`src/rtl/fifo_ctrl_fsm.sv`:
```
// fifo_ctrl_fsm: main control FSM for the transmit-path FIFO bank.
// Loads clamped FIFO thresholds while in INIT, enables the FIFOs outside
// RESET/INIT, tracks empty/active status and latches per-FIFO error sources.
// Optional macro: FIFO_CTRL_ERR_RECOVER_EN lets init=1 leave ERROR for INIT
// and clears error_src on that edge; without it ERROR is terminal until reset.
module fifo_ctrl_fsm #(
  parameter int unsigned NUM_FIFOS = 4,
  parameter int unsigned UMBRAL_W  = 4,
  parameter int unsigned SIZE_FIFO = 4
) (
  input  logic                 clk,
  input  logic                 reset_L,
  input  logic                 init,
  input  logic [UMBRAL_W-1:0]  umbral_lo_in,
  input  logic [UMBRAL_W-1:0]  umbral_hi_in,
  input  logic [NUM_FIFOS-1:0] fifo_empty,
  input  logic [NUM_FIFOS-1:0] fifo_error,
  output logic                 fifo_init,
  output logic [UMBRAL_W-1:0]  umbral_lo_out,
  output logic [UMBRAL_W-1:0]  umbral_hi_out,
  output logic [2:0]           state,
  output logic                 idle_out,
  output logic                 active_out,
  output logic                 error_out,
  output logic [NUM_FIFOS-1:0] error_src
);

  typedef enum logic [2:0] {
    StReset  = 3'b000,
    StInit   = 3'b001,
    StIdle   = 3'b010,
    StActive = 3'b011,
    StError  = 3'b100
  } state_e;

  // Threshold ceiling; SIZE_FIFO is required to fit in UMBRAL_W bits.
  localparam logic [UMBRAL_W-1:0] SizeMax = UMBRAL_W'(SIZE_FIFO);

  state_e                state_q, state_d;
  logic [UMBRAL_W-1:0]   umbral_lo_q, umbral_lo_d;
  logic [UMBRAL_W-1:0]   umbral_hi_q, umbral_hi_d;
  logic [NUM_FIFOS-1:0]  error_src_q, error_src_d;

  // Next-state, threshold loading and error-source accumulation.
  always_comb begin
    state_d     = state_q;
    umbral_lo_d = umbral_lo_q;
    umbral_hi_d = umbral_hi_q;
    error_src_d = error_src_q;
    case (state_q)
      StReset: state_d = StInit;
      StInit: begin
        // Errors are ignored here: the FIFOs are held cleared.
        umbral_lo_d = (umbral_lo_in > SizeMax) ? SizeMax : umbral_lo_in;
        umbral_hi_d = (umbral_hi_in > SizeMax) ? SizeMax : umbral_hi_in;
        if (!init) state_d = StIdle;
      end
      StIdle, StActive: begin
        if (|fifo_error) begin
          state_d     = StError;
          error_src_d = error_src_q | fifo_error;
        end else if (init) begin
          state_d = StInit;
        end else if (state_q == StIdle) begin
          if (!(&fifo_empty)) state_d = StActive;
        end else begin
          if (&fifo_empty) state_d = StIdle;
        end
      end
      StError: begin
        error_src_d = error_src_q | fifo_error;
`ifdef FIFO_CTRL_ERR_RECOVER_EN
        if (init) begin
          state_d     = StInit;
          error_src_d = '0;
        end
`endif
      end
      default: state_d = StReset;
    endcase
  end

  // State and data registers, asynchronously cleared.
  always_ff @(posedge clk or negedge reset_L) begin
    if (!reset_L) begin
      state_q     <= StReset;
      umbral_lo_q <= '0;
      umbral_hi_q <= '0;
      error_src_q <= '0;
    end else begin
      state_q     <= state_d;
      umbral_lo_q <= umbral_lo_d;
      umbral_hi_q <= umbral_hi_d;
      error_src_q <= error_src_d;
    end
  end

  // Status outputs decoded purely from the state register.
  always_comb begin
    state      = state_q;
    idle_out   = (state_q == StIdle);
    active_out = (state_q == StActive);
    error_out  = (state_q == StError);
    fifo_init  = (state_q == StIdle) || (state_q == StActive) || (state_q == StError);
  end

  assign umbral_lo_out = umbral_lo_q;
  assign umbral_hi_out = umbral_hi_q;
  assign error_src     = error_src_q;

endmodule

```
`config.mk`:
```
export PLATFORM = sky130hd
export DESIGN_NAME = fifo_ctrl_fsm
export DESIGN_NICKNAME = d
export VERILOG_FILES = /design/src/rtl/fifo_ctrl_fsm.sv
export SDC_FILE = /design/constraint.sdc
export NUM_CORES = 1
export LEC_CHECK = 0
export ABC_AREA = 1
export BUFFER_PORTS_ARGS = -buffer_cell sky130_fd_sc_hd__buf_2
export CORE_MARGIN = 1.5
export CORE_UTILIZATION = 28
export CTS_CLUSTER_SIZE = 25
export DETAILED_ROUTE_END_ITERATION = 8
export SYNTH_ARGS = -nofsm -noshare
export SYNTH_HDL_FRONTEND = slang
export SYNTH_SLANG_ARGS = --single-unit
```
`constraint.sdc`:
```
create_clock -name clk -period 1.6 [get_ports clk]
set_input_delay 0.32 -clock clk [delete_from_list [all_inputs] [get_ports clk]]
set_output_delay 0.32 -clock clk [all_outputs]
set_load 0.02 [all_outputs]
```
Yosys cells after proc, flatten, opt, wreduce, memory -nomap -nowiden
Index checks and enable logic that the tools add are counted.

Magnitude comparators: 2. Eq/ne operators: 8. Multiplexer cells: 11. Bitwise logic cells: 2. Reduce and logical (&&, ||, !) cells: 9.

Operator list (number): two-way mux 3 bit (6); two-way mux 4 bit (3); one-hot mux 3 bit (4 select lines) (1); inequality test 5 bit (second input constant) (2); greater-than comparator 4 x 3 -> 1 bit (second input constant) (2); one-hot mux 4 bit (2 select lines) (1); AND reduction 4 bit (2); == test 3 x 2 -> 1 bit (second input constant) (2); inequality test 2 bit (second input constant) (2); bitwise OR 4 bit (1); OR reduction 4 bit (1); == test 3 x 1 -> 1 bit (second input constant) (1); == test 3 bit (second input constant) (1); logical NOT 3 bit (1); logical OR 1 bit (2); AND reduction 2 bit (1); nonzero test 2 bit (1); OR reduction 2 bit (1); inverter 1 bit (1).

Bits in registers: 15. Bits of input ports: 19. Output and inout port bits: 19. Word-level logic and storage cells: 36.

Depth between registers and ports, before layout
Depth after elaboration: 6. Depth in mapped cells: 8. Mapped depth without buffers: 8.

Worst setup path after synthesis
Ideal clock, no wire load.

Kind: register to output. From: reg state_q[1], in the netlist state[1]. To: out fifo_init. Arrival: 1241 ps. Required time: 1280 ps. Path slack: 39 ps. Stages on the path, launching flop included: 3. Path buffers: 0. Path through: dfrtp_1 nor3_2 or2_1.

Elaborated cells on any way between the ends: 5. Those cells by class: 3 x eq/ne; 2 x reduce/logical.

RTL lines: start: declaration (line 39) `state_e state_q, state_d;`; start signal: assignment (line 86) `state_q <= StReset;`; start signal: assignment (line 91) `state_q <= state_d;`; == test 3 bit; named net error_out (line 24) `output logic error_out,`; logical OR 1 bit (line 104) `fifo_init = (state_q == StIdle) || (state_q == StActive) || (state_q == StError);`; end: declaration (line 18) `output logic fifo_init,`.

The timed path passes the listed nets, and every way through them passes these cells.

Worst setup path in the final report
From: reg state_q[1], in the netlist state[1]. To: out fifo_init.

Cells in the longest elaborated chain, start to end: 3. Elaborated cells on any way between the ends: 5. Those cells by class: 3 x eq/ne; 2 x reduce/logical.

Ends and longest elaborated chain (line): == test 3 x 2 -> 1 bit (104); logical OR 1 bit (104); logical OR 1 bit * (104).

Mark *: on every way between the ends. The rest lies on a longest branch, timed or not.

==> summary.txt <==
Run status
  – Status: complete, no violations

Timing
  – Minimum clock period: 1.58 ns
  – Final setup fails: 0
  – Final period util: 99.1%
  – Final Hold Fails: 0
  – Final Max Slew Viols: 0
  – Worst-margin pin slew: 0.332 ns
  – Final Skew: 0.00653 ns
  – Slew Limit Headroom: 77.9%
  – RSZ-0062 raised after global routing: yes
  – Fmax: 631 MHz

Floorplan
  – Io pins: 38
  – Die width: 53.6 microns
  – Core ar.: 2450 sq um
  – Die Y: 53.6 microns
  – Initial Util: 29.3%
  – Cell row count: 18
  – Area of the die: 2880 sq um

Drt
  – 1st-iter DRT viols: 5
  – Vias: 757
  – First drt pass iteration count: 4
  – # DRC: 0
  – Via-to-Cell Ratio: 4.62
  – Final ANT Viol Nets: 0
  – WL/cell: 11.4 microns
  – Routed WL: 1.87 mm

Final layout
  – ANT cells: 0
  – Register area: 378 sq um
  – Synth-to-layout area growth: 48.6%
  – Fin cells: 164
  – Final core utilization: 43.5%
  – Share of cells above drive strength 1: 44.0%
  – Filler instances: 243
  – Multi-input logic area: 314 sq um
  – NumNets Final: 154

Yosys
  – Synthesized flop and latch total: 15
  – Yosys warning count: 0
  – Most common cell in the netlist: nand2_1
  – Synth area leaders: dfrtp_1 52%, nand2_1 11%, nand3_1 6.3%
  – Fraction of registers with async set/reset: 100%
  – Commonest cells in the netlist: 21 x nand2_1, 15 x dfrtp_1, 11 x nor2_1
  – Syn Inst Count: 86
  – Synth cell types: 17
  – Syn Area/Cell: 8.35 sq um
  – Synth Flop Type: dfrtp_1
  – EDFF count, synth: 0
  – Netlist Area Pre-Place: 718 sq um
  – Post-synth top area share: 52.3%
  – Post-synthesis sequential area ratio: 52.3%
  – Leading area contributor after synthesis: dfrtp_1
  – Post-Syn Nets: 105

Setup path
  – Slowest-stage cell, CP: dfrtp_2
  – CP top delay family: flip-flops
  – CP required: 1.28 ns
  – Critical path arrival: 1.26 ns
  – CP peak stage delay: 0.45 ns
  – Critical Path Fanout Max: 5
  – Worst setup SP type: flip-flop
  – Reg2Reg Setup Slack: 0.16 ns
  – Crit path capture type: output pin
  – Crit Path Class: reg2out
  – Buffers & Inverters on Critical Path: 2
  – Critical path, cell by cell: nand2_2 -> inv_2 -> or2_1 -> buf_6

Power
  – Maximum vdd drop: 763 uV
  – Pwr Total: 1.79 mW
  – Pwr Density: 1670 nW/um^2
  – Pleak: 0.596 nW

Global routing
  – First-pass GRT wire length: 3.22 mm
  – Initial antenna violation count: 0
  – Total GRT Usage: 15.3%
  – Vias in the first global route: 745
  – Largest net degree at the start of global routing: 16
  – Total congestion overflow: 0

Clock network
  – Clk sink count: 15
  – Root buffer selected by CTS: clkbuf_4
  – Clock slew at reported path FFs: 0.10 ns
  – CTS tree: done
  – Clock Latency Late Sink: 0.28 ns
  – Num CTS Buffers: 3
  – H-Tree Depth: 1
  – Clock Tree Buf Depth: 2

Hold path
  – HP Class: in2reg

Placement
  – Routability cong.: 0.813
  – Placed Cells: 153
  – Dpl hpwl: 1.36 mm
  – IO buf count: 37

Flow run
  – Max Cap Viol: 0
-- worst paths after layout --
| path | from | to | cells after the start |
|---|---|---|---|
| max reg2reg | state[1] | umbral_hi_out[1] | 4 |
| min in group asynchronous | reset_L | umbral_hi_out[3] | 2 |
| max in group asynchronous | reset_L | state[1] | 2 |
| min | umbral_hi_in[0] | umbral_hi_out[0] | 2 |
| max | state[1] | fifo_init | 4 |
| min reg2reg | error_src[1] | error_src[1] | 1 |
-- through the flow --
| step | TNS (ns) | setup WS, ns | area, sq um | hold WS [ns] |
|---|---|---|---|---|
| 2_1_floorplan | 0 | 0.0390 | 718 | 0.0244 |
| 3_3_place_gp | 0 | 0.229 | 941 | 0.239 |
| 3_5_place_dp | 0 | 0.193 | 941 | 0.243 |
| 4_1_cts | 0 | 0.0127 | 1040 | 0.238 |
| 5_1_grt | -0.0442 | -0.0442 | 1070 | 0.241 |
| 6_report | 0 | 0.0151 | 1070 | 0.248 |
-- routing by layer --
layer  wire [microns]  GRT usage [%]  up-vias
met5                0              0        -
met2              964           25.7       22
met3              107           2.78        0
met1              799           20.2      359
met4                0           4.27        0
li1                 -              -      376
-- state kept, by name, summed over array words and instances, names as in the netlist --
signal and flops:
error_src 4, umbral_hi_out 4, umbral_lo_out 4, state 3
-- repair_timing --
action                     CTS  global route
hold buffers                 1             0
resized for setup            5             7
pin swaps                    2             1
setup endpoints to repair    2             3
hold endpoints to repair    15             0
setup buffers                6             0
-- cell type report --
cell class	instances	share of cell area, %
clock inverters	1	0.703
inverters	14	4.92
clock buffers	3	2.11
well taps	30	3.52
repair buffers	44	23.9
flip-flops and latches	15	35.4
multi-input cells	57	29.4
-- worst register-to-register path, cell delays in order, from the launching register on --
cell and delay (ns):
dfrtp_2 0.45, buf_4 0.16, nor3_4 0.31, inv_2 0.15, a22o_1 0.26
-- cells in the final DEF, fill, tap and decap left out, types with 2 or more instances in the layout --
master / n
a21o_1: 4
a21oi_1: 2
a22o_1: 2
buf_2: 34
buf_4: 7
buf_6: 2
clkbuf_4: 3
dfrtp_1: 13
dfrtp_2: 2
inv_1: 8
inv_2: 5
nand2_1: 20
nand3_1: 9
nand4_1: 2
nor2_1: 10
nor3_4: 2
-- cells by family after synthesis --
| logic type | count (synthesis) | synth area share, % |
|---|---|---|
| flip-flops | 15 | 52.3 |
| AO/OA/AOI/OAI | 10 | 9.76 |
| buffers and inverters | 14 | 7.32 |
| AND/OR/NAND/NOR | 47 | 30.7 |
-- report_power, final --
part,switching [mW],internal [mW]
Clock,0.129,0.0948
Sequential,0.0891,0.500
Combinational,0.600,0.372
Total,0.819,0.968
Power figures use the tool's default switching activity.
